File: src/rtl/store_buffer_bytemask_pkg.sv
// Store buffer shared types: configuration, entry layout, pointers
// and the age-ordered youngest-match helper used by forwarding.
package store_buffer_pkg;

  localparam int SB_DEPTH      = 8;
  localparam int SB_ADDR_WIDTH = 32;
  localparam int SB_DATA_WIDTH = 32;

  localparam int SB_STRB_WIDTH = SB_DATA_WIDTH / 8;
  localparam int SB_OFFS       = $clog2(SB_STRB_WIDTH);
  localparam int SB_IDX_W      = $clog2(SB_DEPTH);
  localparam int SB_PTR_W      = SB_IDX_W + 1;
  localparam int SB_WORD_W     = SB_ADDR_WIDTH - SB_OFFS;

  typedef logic [SB_PTR_W-1:0] sb_ptr_t;
  typedef logic [SB_IDX_W-1:0] sb_idx_t;

  typedef struct packed {
    logic [SB_WORD_W-1:0]     word;
    logic [SB_DATA_WIDTH-1:0] data;
    logic [SB_STRB_WIDTH-1:0] strobe;
  } sb_entry_t;

  // Scan backwards from the slot just below tail, so the first
  // hit is the youngest entry.
  function automatic sb_idx_t youngest_match(
    input  logic [SB_DEPTH-1:0] match,
    input  sb_idx_t             tail_idx,
    output logic                found
  );
    sb_idx_t j;
    youngest_match = '0;
    found = 1'b0;
    for (int k = 1; k <= SB_DEPTH; k++) begin
      j = tail_idx - sb_idx_t'(k);
      if (!found && match[j]) begin
        youngest_match = j;
        found = 1'b1;
      end
    end
  endfunction

endpackage

File: src/rtl/store_buffer_bytemask_forward.sv
// Per-byte load forwarding: picks the youngest live entry whose word
// matches and whose strobe covers the byte. Ports: entries, valid, tail_idx,
// fwd_address/fwd_strobe in; fwd_data, hit, stall out.
module sb_forward_unit
  import store_buffer_pkg::*;
(
  input  sb_entry_t                entries [SB_DEPTH],
  input  logic [SB_DEPTH-1:0]      valid,
  input  sb_idx_t                  tail_idx,
  input  logic [SB_ADDR_WIDTH-1:0] fwd_address,
  input  logic [SB_STRB_WIDTH-1:0] fwd_strobe,
  output logic [SB_DATA_WIDTH-1:0] fwd_data,
  output logic                     hit,
  output logic                     stall
);

  logic [SB_WORD_W-1:0]     word;
  logic [SB_DEPTH-1:0]      addr_match;
  logic [SB_STRB_WIDTH-1:0] covered;
  logic                     unused_offs;

  assign word = fwd_address[SB_ADDR_WIDTH-1:SB_OFFS];
  assign unused_offs = ^fwd_address[SB_OFFS-1:0];

  always_comb begin
    addr_match = '0;
    for (int i = 0; i < SB_DEPTH; i++) begin
      addr_match[i] = valid[i] && (entries[i].word == word);
    end
  end

  always_comb begin
    logic [SB_DEPTH-1:0] m;
    sb_idx_t             sel;
    logic                found;
    fwd_data = '0;
    covered  = '0;
    m        = '0;
    sel      = '0;
    found    = 1'b0;
    for (int b = 0; b < SB_STRB_WIDTH; b++) begin
      for (int i = 0; i < SB_DEPTH; i++) begin
        m[i] = addr_match[i] & entries[i].strobe[b];
      end
      sel = youngest_match(m, tail_idx, found);
      if (found && fwd_strobe[b]) begin
        covered[b] = 1'b1;
        fwd_data[b*8 +: 8] = entries[sel].data[b*8 +: 8];
      end
    end
  end

  assign hit   = (fwd_strobe != '0) && ((fwd_strobe & ~covered) == '0);
  assign stall = (covered != '0) && !hit;

endmodule

File: src/rtl/store_buffer_bytemask.sv
// Byte-masked store buffer: speculative push, in-order commit, req/ack drain,
// youngest-first per-byte forwarding. Sizes come from store_buffer_pkg.
module store_buffer_bytemask
  import store_buffer_pkg::*;
#(
  localparam int DEPTH      = SB_DEPTH,
  localparam int ADDR_WIDTH = SB_ADDR_WIDTH,
  localparam int DATA_WIDTH = SB_DATA_WIDTH,
  localparam int STRB_WIDTH = DATA_WIDTH / 8,
  localparam int CNT_W      = $clog2(DEPTH) + 1
) (
  input  logic                  clk_i,
  input  logic                  rst_i,
  input  logic                  flush_i,
  input  logic                  push_valid_i,
  output logic                  push_ready_o,
  input  logic [ADDR_WIDTH-1:0] push_address_i,
  input  logic [DATA_WIDTH-1:0] push_data_i,
  input  logic [STRB_WIDTH-1:0] push_strobe_i,
  input  logic                  commit_i,
  input  logic [ADDR_WIDTH-1:0] fwd_address_i,
  input  logic [STRB_WIDTH-1:0] fwd_strobe_i,
  output logic [DATA_WIDTH-1:0] fwd_data_o,
  output logic                  fwd_hit_o,
  output logic                  fwd_stall_o,
  output logic                  mem_req_o,
  output logic [ADDR_WIDTH-1:0] mem_address_o,
  output logic [DATA_WIDTH-1:0] mem_data_o,
  output logic [STRB_WIDTH-1:0] mem_strobe_o,
  input  logic                  mem_ack_i,
  output logic                  empty_o,
  output logic                  full_o,
  output logic                  idle_o,
  output logic [CNT_W-1:0]      count_o
);

  localparam sb_ptr_t WRAP = sb_ptr_t'(SB_DEPTH);

  sb_entry_t           mem [SB_DEPTH];
  sb_entry_t           head_e;
  sb_ptr_t             head;
  sb_ptr_t             cmt;
  sb_ptr_t             tail;
  sb_ptr_t             cmt_nxt;
  sb_ptr_t             count;
  logic [SB_DEPTH-1:0] valid;
  logic                push_acc;
  logic                commit_ok;
  logic                pop;
  logic                unused_offs;

  assign unused_offs = ^push_address_i[SB_OFFS-1:0];

  assign count        = tail - head;
  assign count_o      = count;
  assign empty_o      = head == tail;
  assign full_o       = (head ^ tail) == WRAP;
  assign idle_o       = head == cmt;
  assign push_ready_o = !full_o;
  assign mem_req_o    = head != cmt;

  // Flush drops this cycle's push; commit beyond tail is ignored.
  assign push_acc  = push_valid_i & ~full_o & ~flush_i;
  assign commit_ok = commit_i & (cmt != tail);
  assign pop       = mem_req_o & mem_ack_i;
  assign cmt_nxt   = cmt + sb_ptr_t'(commit_ok);

  always_ff @(posedge clk_i) begin
    if (rst_i) begin
      head <= '0;
      cmt  <= '0;
      tail <= '0;
    end else begin
      head <= head + sb_ptr_t'(pop);
      cmt  <= cmt_nxt;
      tail <= flush_i ? cmt_nxt : tail + sb_ptr_t'(push_acc);
    end
  end

  always_ff @(posedge clk_i) begin
    if (push_acc) begin
      mem[tail[SB_IDX_W-1:0]] <= '{
        word:   push_address_i[SB_ADDR_WIDTH-1:SB_OFFS],
        data:   push_data_i,
        strobe: push_strobe_i
      };
    end
  end

  // Tail never overtakes head, so the head slot is stable while req is up.
  assign head_e        = mem[head[SB_IDX_W-1:0]];
  assign mem_address_o = {head_e.word, {SB_OFFS{1'b0}}};
  assign mem_data_o    = head_e.data;
  assign mem_strobe_o  = head_e.strobe;

  always_comb begin
    sb_idx_t rel;
    valid = '0;
    rel   = '0;
    for (int i = 0; i < SB_DEPTH; i++) begin
      rel = sb_idx_t'(i) - head[SB_IDX_W-1:0];
      valid[i] = {1'b0, rel} < count;
    end
  end

  sb_forward_unit u_fwd (
    .entries     (mem),
    .valid       (valid),
    .tail_idx    (tail[SB_IDX_W-1:0]),
    .fwd_address (fwd_address_i),
    .fwd_strobe  (fwd_strobe_i),
    .fwd_data    (fwd_data_o),
    .hit         (fwd_hit_o),
    .stall       (fwd_stall_o)
  );

endmodule

File: config.mk
export PLATFORM = sky130hd
export DESIGN_NAME = store_buffer_bytemask
export DESIGN_NICKNAME = d
export VERILOG_FILES = /design/src/rtl/store_buffer_bytemask_pkg.sv /design/src/rtl/store_buffer_bytemask_forward.sv /design/src/rtl/store_buffer_bytemask.sv
export SDC_FILE = /design/constraint.sdc
export NUM_CORES = 1
export LEC_CHECK = 0
export ABC_AREA = 1
export CAP_MARGIN = 20
export CORE_MARGIN = 3
export CORE_UTILIZATION = 35
export CTS_CLUSTER_DIAMETER = 80
export CTS_CLUSTER_SIZE = 25
export DETAILED_ROUTE_END_ITERATION = 7
export GPL_TIMING_DRIVEN = 1
export PLACE_DENSITY_LB_ADDON = 0.3
export REMOVE_ABC_BUFFERS = 1
export SETUP_SLACK_MARGIN = 0.4
export SYNTH_ARGS = -nofsm -noshare
export SYNTH_HDL_FRONTEND = slang
export SYNTH_SLANG_ARGS = --single-unit
File: constraint.sdc
create_clock -name clk_i -period 10.2 [get_ports clk_i]
set_clock_uncertainty 0.05 [all_clocks]
set_input_delay 2.55 -clock clk_i [delete_from_list [all_inputs] [get_ports clk_i]]
set_output_delay 2.55 -clock clk_i [all_outputs]
set_load 0.05 [all_outputs]
Word level (Yosys, flattened, before mapping)
Index checks and enable logic that the tools add are counted.
Word-level totals
  register bits after elaboration: 540
  input port bits: 110
  output and inout bits: 111
  word-level logic and storage cells: 360
Cells by class
  add/sub/neg operators: 19
  magnitude comparators: 23
  eq/ne operators: 13
  multiplexer cells: 155
  bitwise gates (word level): 47
  reductions and logical operators: 76
Operator list (count)
  $bmux W66 S3: 5
  $bwmux W528: 1
  $eq A30 B30 Y1: 8
  $demux W66 S3: 1
  $mux W66: 3
  $bmux W1 S3: 32
  $mux W3: 32
  $mux W36: 2
  $mux W1: 68
  $mux W28: 2
  $logic_and A1 B1 Y1: 43
  $mux W20: 2
  $and A1 B1 Y1: 36
  $lt A3 B4 Y1: 8
  $lt A3 B4 Y1 const B: 8
  $mux W8: 4
  $logic_not A1 Y1: 30
  $ge A4 B4 Y1 const B: 6
  $mux W12: 2
  $not A3 Y4: 6
  $add A4 B1 Y4: 3
  $sub A3 B3 Y3 const A: 4
  $sub A3 B3 Y3 const B: 4
  $eq A4 B4 Y1: 2
  other kinds (15): 21

Logic depth before layout (Yosys ltp)
Gate-level depths: netlist of the first run.
  word-level depth: 36
  mapped depth: 36
  mapped depth without buffers: 32

Modules after synthesis
From an unflattened synthesis of the first run, not the netlist that was laid out.
Unflattened totals
  cells, all modules: 4831
  area total of the unflattened synthesis: 34808.4 sq um
By module, submodules not included
  store_buffer_bytemask: instances 1, cells an instance 2293, area each 23433.7 sq um, sequential area each 16095.4 sq um
  sb_forward_unit: instances 1, cells an instance 2538, area each 11374.7 sq um, sequential area each 0.0 sq um

Worst setup path after synthesis of the first run
Ideal clock, no wire load.
  path type: flip-flop to output port
  start: register tail[0]
  end: output fwd_data_o[10]
  arrival time: 5887 ps
  data required time: 7600 ps
  path slack: 1713 ps
  stages on the path, launching flop included: 33
  buffers on the path: 4
  path through: dfxtp_1 clkinv_1 clkbuf_1 buf_2 buf_1 ha_1 inv_1 fa_1 inv_1 ha_1 inv_1 o21bai_1 nor2_1 o21ai_0 nand2_2 nand3_1 nand2_1 nand2_1 nand2_1 nand3_1 nand2_1 nor2_4 nand2_2 nor2_4 nor2_1 nor2_1 nand3_2 nand2_2 buf_4 nand2_1 nand3_1 nand3_1 a21oi_1
Between the ends
  cells in the longest elaborated chain, start to end: 33
  elaborated cells between the ends (all ways): 84
  classes of those cells: 8 x add/sub; 8 x order compare; 36 x mux; 9 x bitwise; 23 x reduce/logical
RTL lines
  start: declaration: RTL line store_buffer_bytemask.sv:43  | sb_ptr_t tail;
  start signal: assignment: RTL line store_buffer_bytemask.sv:76  | tail <= flush_i ? cmt_nxt : tail + sb_ptr_t'(push_acc);
  $sub A4 B4 Y4 (*): RTL line store_buffer_bytemask.sv:54  | assign count = tail - head;
  named net count_o[1]: RTL line store_buffer_bytemask.sv:34  | output logic [CNT_W-1:0] count_o
  $lt A3 B4 Y1: RTL line store_buffer_bytemask.sv:102  | valid[i] = {1'b0, rel} < count;
  $logic_and A1 B1 Y1: RTL line store_buffer_bytemask_forward.sv:28  | addr_match[i] = valid[i] && (entries[i].word == word);
  $and A1 B1 Y1: RTL line store_buffer_bytemask_forward.sv:43  | m[i] = addr_match[i] & entries[i].strobe[b];
  $bmux W1 S3: RTL line store_buffer_bytemask_pkg.sv:36  | if (!found && match[j]) begin
  $mux W1 (not written as such): RTL line store_buffer_bytemask_pkg.sv:36
  $mux W1: RTL line store_buffer_bytemask_pkg.sv:36
  [... 17 more ...]
  $mux W1: RTL line store_buffer_bytemask_pkg.sv:36
  $logic_not A1 Y1: RTL line store_buffer_bytemask_pkg.sv:36
  $logic_and A1 B1 Y1: RTL line store_buffer_bytemask_pkg.sv:36
  $mux W3: RTL line store_buffer_bytemask_pkg.sv:36
  $not A3 Y4 (not written as such): RTL line store_buffer_bytemask_forward.sv:48  | fwd_data[b*8 +: 8] = entries[sel].data[b*8 +: 8];
  $bmux W66 S3: RTL line store_buffer_bytemask_forward.sv:48
  $mux W20 (not written as such) (2 in a row): RTL line store_buffer_bytemask_forward.sv:48
  $mux W8 (*): RTL line store_buffer_bytemask_forward.sv:46  | if (found && fwd_strobe[b]) begin
  end: declaration: RTL line store_buffer_bytemask.sv:23  | output logic [DATA_WIDTH-1:0] fwd_data_o,
The timed path passes the listed nets; every way through them passes the cells marked *. The select of a mux whose other input is x is not followed.

Final worst setup path of the first run
  start: input fwd_address_i[4]
  end: output fwd_data_o[29]
Between the ends
  cells in the longest elaborated chain, start to end: 32
  elaborated cells between the ends (all ways): 76
  classes of those cells: 8 x eq/ne; 36 x mux; 9 x bitwise; 23 x reduce/logical
RTL lines
  start: declaration: RTL line store_buffer_bytemask.sv:21  | input logic [ADDR_WIDTH-1:0] fwd_address_i,
  $eq A30 B30 Y1: RTL line store_buffer_bytemask_forward.sv:28
  $logic_and A1 B1 Y1: RTL line store_buffer_bytemask_forward.sv:28
  $and A1 B1 Y1: RTL line store_buffer_bytemask_forward.sv:43
  $bmux W1 S3: RTL line store_buffer_bytemask_pkg.sv:36
  $mux W1 (not written as such): RTL line store_buffer_bytemask_pkg.sv:36
  $mux W1: RTL line store_buffer_bytemask_pkg.sv:36
  $logic_not A1 Y1: RTL line store_buffer_bytemask_pkg.sv:36
  $logic_and A1 B1 Y1: RTL line store_buffer_bytemask_pkg.sv:36
  [... 15 more ...]
  $mux W1: RTL line store_buffer_bytemask_pkg.sv:36
  $logic_not A1 Y1: RTL line store_buffer_bytemask_pkg.sv:36
  $logic_and A1 B1 Y1: RTL line store_buffer_bytemask_pkg.sv:36
  $mux W3: RTL line store_buffer_bytemask_pkg.sv:36
  $not A3 Y4 (not written as such): RTL line store_buffer_bytemask_forward.sv:48
  $bmux W66 S3: RTL line store_buffer_bytemask_forward.sv:48
  $mux W36 (not written as such) (2 in a row): RTL line store_buffer_bytemask_forward.sv:48
  $mux W8 (*): RTL line store_buffer_bytemask_forward.sv:46
Mark *: on every way between the ends. The rest lies on a longest branch, timed or not. The select of a mux whose other input is x is not followed.

==> results of run 1 <==
==> area by class of cell <==
class | count | area, um^2
Antenna cell | 4 | 10.0
Clock inverter | 22 | 299
Multi-Input combinational cell | 2833 | 13300
Inverter | 372 | 1420
Timing Repair Buffer | 289 | 3010
Fill cell | 8831 | 52500
Tap cell | 1165 | 1460
Clock buffer | 35 | 876
Sequential cell | 540 | 16100
==> synthesized netlist by cell type, types with 5 or more instances <==
cell type	n
a21oi_1	149
a221oi_1	30
a31oi_1	67
buf_1	19
buf_2	63
buf_4	10
clkbuf_1	111
dfxtp_1	12
edfxtp_1	528
ha_1	25
inv_1	342
inv_2	26
nand2_1	1231
nand2_2	17
nand3_1	318
nand3_2	12
nand3b_1	16
nand4_1	76
nor2_1	470
nor2_4	7
nor3_1	6
o21ai_0	265
o21ai_1	8
o22ai_1	29
or2_2	5
xnor2_1	15
xor2_1	47
==> flip-flops by register name, indices dropped and copies added, names as in the netlist <==
| signal | cells |
|---|---|
| cmt | 4 |
| head | 4 |
| tail | 4 |
| mem | 528 |
==> metrics by stage <==
step / setup TNS, ns / utilization (%)
after floorplan: -3310.49 / -
after global placement: 0 / 39.6
after detailed placement: 0 / 39.6
after CTS: 0 / 40.9
after global routing: 0 / 41.0
final: 0 / 41.0
==> routing by layer <==
layer | track usage (%) | up-vias
li1 | - | 13400
met3 | 2.61 | 175
met1 | 26.4 | 12700
met5 | 0 | -
met2 | 34.9 | 870
met4 | 6.70 | 8
==> worst max-delay path, delay by kind of cell <==
| family | cells | cell delay, ns |
|---|---|---|
| buffers and inverters | 5 | 1.12 |
| and+or+nand+nor | 24 | 3.14 |
==> what timing repair did <==
action                                  CTS  global route
hold endpoints to repair                  0             0
hold buffers                              0             0
gates resized for setup                   0            26
setup buffers                             0             1
endpoints found under the setup margin    0            33
==> logic make-up (layout without fill, tap and decap cells) <==
| group | after synthesis | after routing | synth area share, % |
|---|---|---|---|
| AO/OA/AOI/OAI | 568 | 568 | 9.97 |
| XOR/XNOR | 64 | 64 | 1.86 |
| adder cells (fa/ha/maj) | 26 | 26 | 1.05 |
| buffers and inverters | 579 | 718 | 7.34 |
| flip-flops | 540 | 540 | 50.9 |
| multiplexers | 2 | 2 | 0.0633 |
| other | 1 | 6 | 0.0119 |
| AND/OR/NAND/NOR | 2171 | 2171 | 28.8 |
==> path summary, 6_finish.rpt <==
check | from | slack [ns] | depth (start not counted) | endpoint
worst max-delay path | fwd_address_i[4] | 0.81 | 29 | fwd_data_o[29]
worst min-delay path | tail[3] | 0.54 | 2 | tail[3]
worst max register to register | head[1] | 5.49 | 8 | mem[48]
worst min register to register | tail[3] | 0.54 | 2 | tail[3]
==> power groups by stage <==
stage                     Combinational [mW]  Sequential (mW)  Clock (mW)
after floorplan                         2.61             2.67           0
after global placement                  4.18             2.60           0
after detailed placement                4.21             2.60           0
after CTS                               4.22             2.55        1.60
after global routing                    4.58             2.55        1.68
final                                   4.23             2.54        1.55
==> results.yml, run 1 <==
global_routing:
  antenna_found_initial: 10
  globalRouteTotalUtil_pct: 20.2
  global_route.overflow_total: 0
  number_of_global_route_vias_before_repair: 25500
  grt_start_max_net_pins: 99
  first_pass_grt_wire_length_mm: 148
logic_synthesis:
  post_synth_num_cell_types: 52
  ys_seq_elements: 540
  synth_edf_count: 528
  dominantRegCellSynth: "edfxtp_1"
  post-synth-top-area-cell: "edfxtp_1"
  post_synth_instance_area_um2: 31600
  syn-mean-instance-area_um2: 8.00
  asyncSetResetFlopFracSynth_pct: 0
  synth_sequential_area_ratio_pct: 50.9
  yosysWarningCount: 0
  synthCells: 3951
  synth_largest_type_area_fraction_pct: 50.1
  synth_area_leaders: "edfxtp_1, nand2_1, nor2_1"
clock_tree:
  clkSlewWorstSetupHoldPaths_ns: 0.08
  worst_skew_pair.late_latency_ns: 0.57
  cts_max_path_buffers: 3
  ctsRootBufferMaster: "clkbuf_16"
  cts.sinks: 540
  h-tree-depth: 2
  cts-buffers-inserted: 34
  cts_tree: "built"
pwr:
  seq_power_share_pct: 30.6
  internal_power_mw: 4.52
  power.share.clock_pct: 18.6
  swShare_pct: 45.7
  power.total_mw: 8.32
  total_switching_power_mw: 3.80
  irDropWorstVdd_uv: 144
  comb_power_share_pct: 50.8
  power_density_nw_per_um2: 228
  cellLeakagePower_nw: 15.1
sta:
  min_setup_slack_post_route_ns: 0.808
  rsz0062_at_grt: "false"
  setup_viol: 0
  finalCriticalPeriod_ns: 9.39
  hold_violations: 0
  peak_freq_mhz: 106
  timing.hold.ws_ns: 0.536
  timing_worst_slew_pin_value_ns: 1.09
  min_period_over_period_pct: 92.1
  report.final.slew_viol_count: 0
  max_slew_margin_pct: 27.6
detailed_routing:
  met1_length_mm: 42.2
  met2WireLength_mm: 47.4
  initialDrtViolationCount: 2455
  first_pass_iters: 6
  wl_met3_mm: 5.94
  postRouteAntennaNets: 0
  vias: 27100
  drc: 0
  viasPerCell: 5.16
  postRouteWirelength_mm: 98.6
  highest-signal-layer: "met5"
  route.detailed.wl_per_inst_um: 18.7
run_status:
  status: "completed"
finish:
  final_common_cell: "nand2_1"
  post_layout_nonfiller_instances: 5260
  finalNetCount: 4206
  layout.cell_area.non_filler_um2: 36500
  syn_to_final_growth_pct: 15.3
  layout_common_cells: "nand2_1, edfxtp_1, nor2_1, inv_1, nand3_1"
  layout-drive-gt1-share_pct: 6.60
critical_path:
  crit_path_start_kind: "input port"
  cp_common_cell: "nand2_1"
  critPathKind: "input port to primary output"
  critical_path_required_ns: 7.60
  end_kind: "primary output"
  slowest_delay_ns: 0.44
  worstPathMaxFanout: 16
  worstPathArrival_ns: 6.79
  slowest_cp_cell: "clkdlybuf4s50_1"
hold_path:
  hold_path_class: "register to register"
placement:
  placement.cell_area_um2: 35200
  io_buffer_count: 214
  globalplace.congestion: 0.858
  dpl_worst_slack_ns: 0.430
  hpwl_mm: 61.5
  place_inst: 5198
floorplan:
  die-height_um: 307
  floorplan.die_area_um2: 94000
  row_count: 109
  initial_utilization_pct: 35.6
  fp.coreArea_um2: 88900
  fp.dieW_um: 307
  boundaryPins: 221
run:
  max_cap_violations: 0
(Power assumes the default switching activity.)
==> run 2: changes to the inputs <==
- SKIP_CTS_REPAIR_TIMING: default -> 1
==> results of run 2 <==
The final DEF is identical to that of run 1; final timing and power are the same.
==> run 3: changes to the inputs <==
- CTS_BUF_LIST: default -> sky130_fd_sc_hd__clkbuf_2 sky130_fd_sc_hd__clkbuf_4 sky130_fd_sc_hd__clkbuf_8
==> run 3 against run 2 <==
Compared with the run above:
- global-route usage about the same
- flip-flop and latch count unchanged
- power down 4.1%
- routed wire length down 0.10%
- cell area down 1.1%
- count of clock-buffer cells in the layout unchanged
- utilization down 0.44 points
- sequential power about the same
- non-clock buffer count unchanged
- critical path depth down 2
- critical path type unchanged
- largest cell class unchanged
==> results.yml, run 3 (synthesis results as in run 1) <==
run_status:
  status: "completed"
sta:
  hold_violations: 0
  timing.hold.ws_ns: 0.547
  rsz0062_at_grt: "false"
  setup_viol: 0
  report.final.slew_viol_count: 0
  peak_freq_mhz: 107
  max_slew_margin_pct: 28.2
  min_setup_slack_post_route_ns: 0.816
  min_period_over_period_pct: 92.0
  timing_worst_slew_pin_value_ns: 1.08
  finalCriticalPeriod_ns: 9.38
critical_path:
  critical_path_required_ns: 7.60
  worstPathArrival_ns: 6.78
  cp_common_cell: "nand2_1"
  end_kind: "primary output"
  crit_path_start_kind: "input port"
  critPathKind: "input port to primary output"
  worstPathMaxFanout: 16
  slowest_cp_cell: "clkdlybuf4s50_1"
  slowest_delay_ns: 0.67
  rrSetupSlack_ns: 5.51
floorplan:
  fp.coreArea_um2: 88900
  fp.dieW_um: 307
  row_count: 109
  floorplan.die_area_um2: 94000
  boundaryPins: 221
  die-height_um: 307
  initial_utilization_pct: 35.6
placement:
  dpl_worst_slack_ns: 0.430
  globalplace.congestion: 0.858
  io_buffer_count: 214
  place_inst: 5198
  hpwl_mm: 61.5
global_routing:
  global_route.overflow_total: 0
  number_of_global_route_vias_before_repair: 25400
  grt_start_max_net_pins: 99
  first_pass_grt_wire_length_mm: 147
  globalRouteTotalUtil_pct: 20.2
  antenna_found_initial: 11
detailed_routing:
  drc: 0
  initialDrtViolationCount: 2579
  vias: 27100
  viasPerCell: 5.15
  postRouteAntennaNets: 0
  route.detailed.wl_per_inst_um: 18.7
  postRouteWirelength_mm: 98.5
  first_pass_iters: 6
clock_tree:
  cts.sinks: 540
  worst_skew_pair.late_latency_ns: 0.64
  cts-buffers-inserted: 34
  ctsRootBufferMaster: "clkbuf_8"
  cts_max_path_buffers: 3
  h-tree-depth: 2
  cts_tree: "built"
  clkSlewWorstSetupHoldPaths_ns: 0.12
finish:
  multi_input_comb_area_um2: 13300
  syn_to_final_growth_pct: 14.0
  layout.core_utilization_pct: 40.6
  ff_latch_area_um2: 16100
  finalNetCount: 4206
  final_common_cell: "nand2_1"
  num-fill-cells: 8878
  largest_reg_flops: 528
  layout_common_cells: "nand2_1, edfxtp_1, nor2_1, inv_1, nand3_1"
  post_layout_nonfiller_instances: 5260
  layout-drive-gt1-share_pct: 6.60
pwr:
  irDropWorstVdd_uv: 145
  power_density_nw_per_um2: 221
  power.total_mw: 7.98
  cellLeakagePower_nw: 15.0
run:
  max_cap_violations: 0
hold_path:
  hold_path_class: "register to register"
-- run 3: layout make-up --
cell class / count / area share [%]
diodes: 4 / 0.0278
clock buffers: 35 / 1.34
clock inverters: 22 / 0.826
inverters: 372 / 3.92
multi-input cells: 2833 / 36.8
flip-flops and latches: 540 / 44.7
well taps: 1165 / 4.04
repair buffers: 289 / 8.34
-- run 3: per-stage QoR --
| stage | instance area (um^2) | TNS (ns) |
|---|---|---|
| floorplan | 30700 | -3310.49 |
| finish | 36100 | 0 |
| detailed placement | 35200 | 0 |
| global placement | 35200 | 0 |
| global route | 36100 | 0 |
| CTS | 36000 | 0 |
-- run 3: power breakdown --
| part | total (mW) | internal, mW | switching, mW |
|---|---|---|---|
| Combinational | 4.22 | 1.29 | 2.93 |
| Sequential | 2.54 | 2.49 | 0.0575 |
| Clock | 1.21 | 0.439 | 0.772 |
| Total | 7.98 | 4.22 | 3.76 |
-- run 3: per-layer routing --
layer	part of all wire (%)	GRT usage, %	vias to the layer above
li1	-	-	13400
met3	6.0	2.61	165
met5	0.046	0	-
met2	48	34.9	867
met4	2.8	6.34	8
met1	43	26.5	12700
-- run 3: critical path: cells and delay by family --
kind,cells,cell delay (ns)
buf+inv,4,1.16
simple gates,22,2.80
xor+xnor,1,0.27
-- run 3: final timing paths --
| path | startpoint | end | cells past startpoint |
|---|---|---|---|
| min | tail[3] | tail[3] | 2 |
| max reg2reg | head[1] | mem[64] | 8 |
| min reg2reg | tail[3] | tail[3] | 2 |
| max | fwd_address_i[10] | fwd_data_o[29] | 27 |
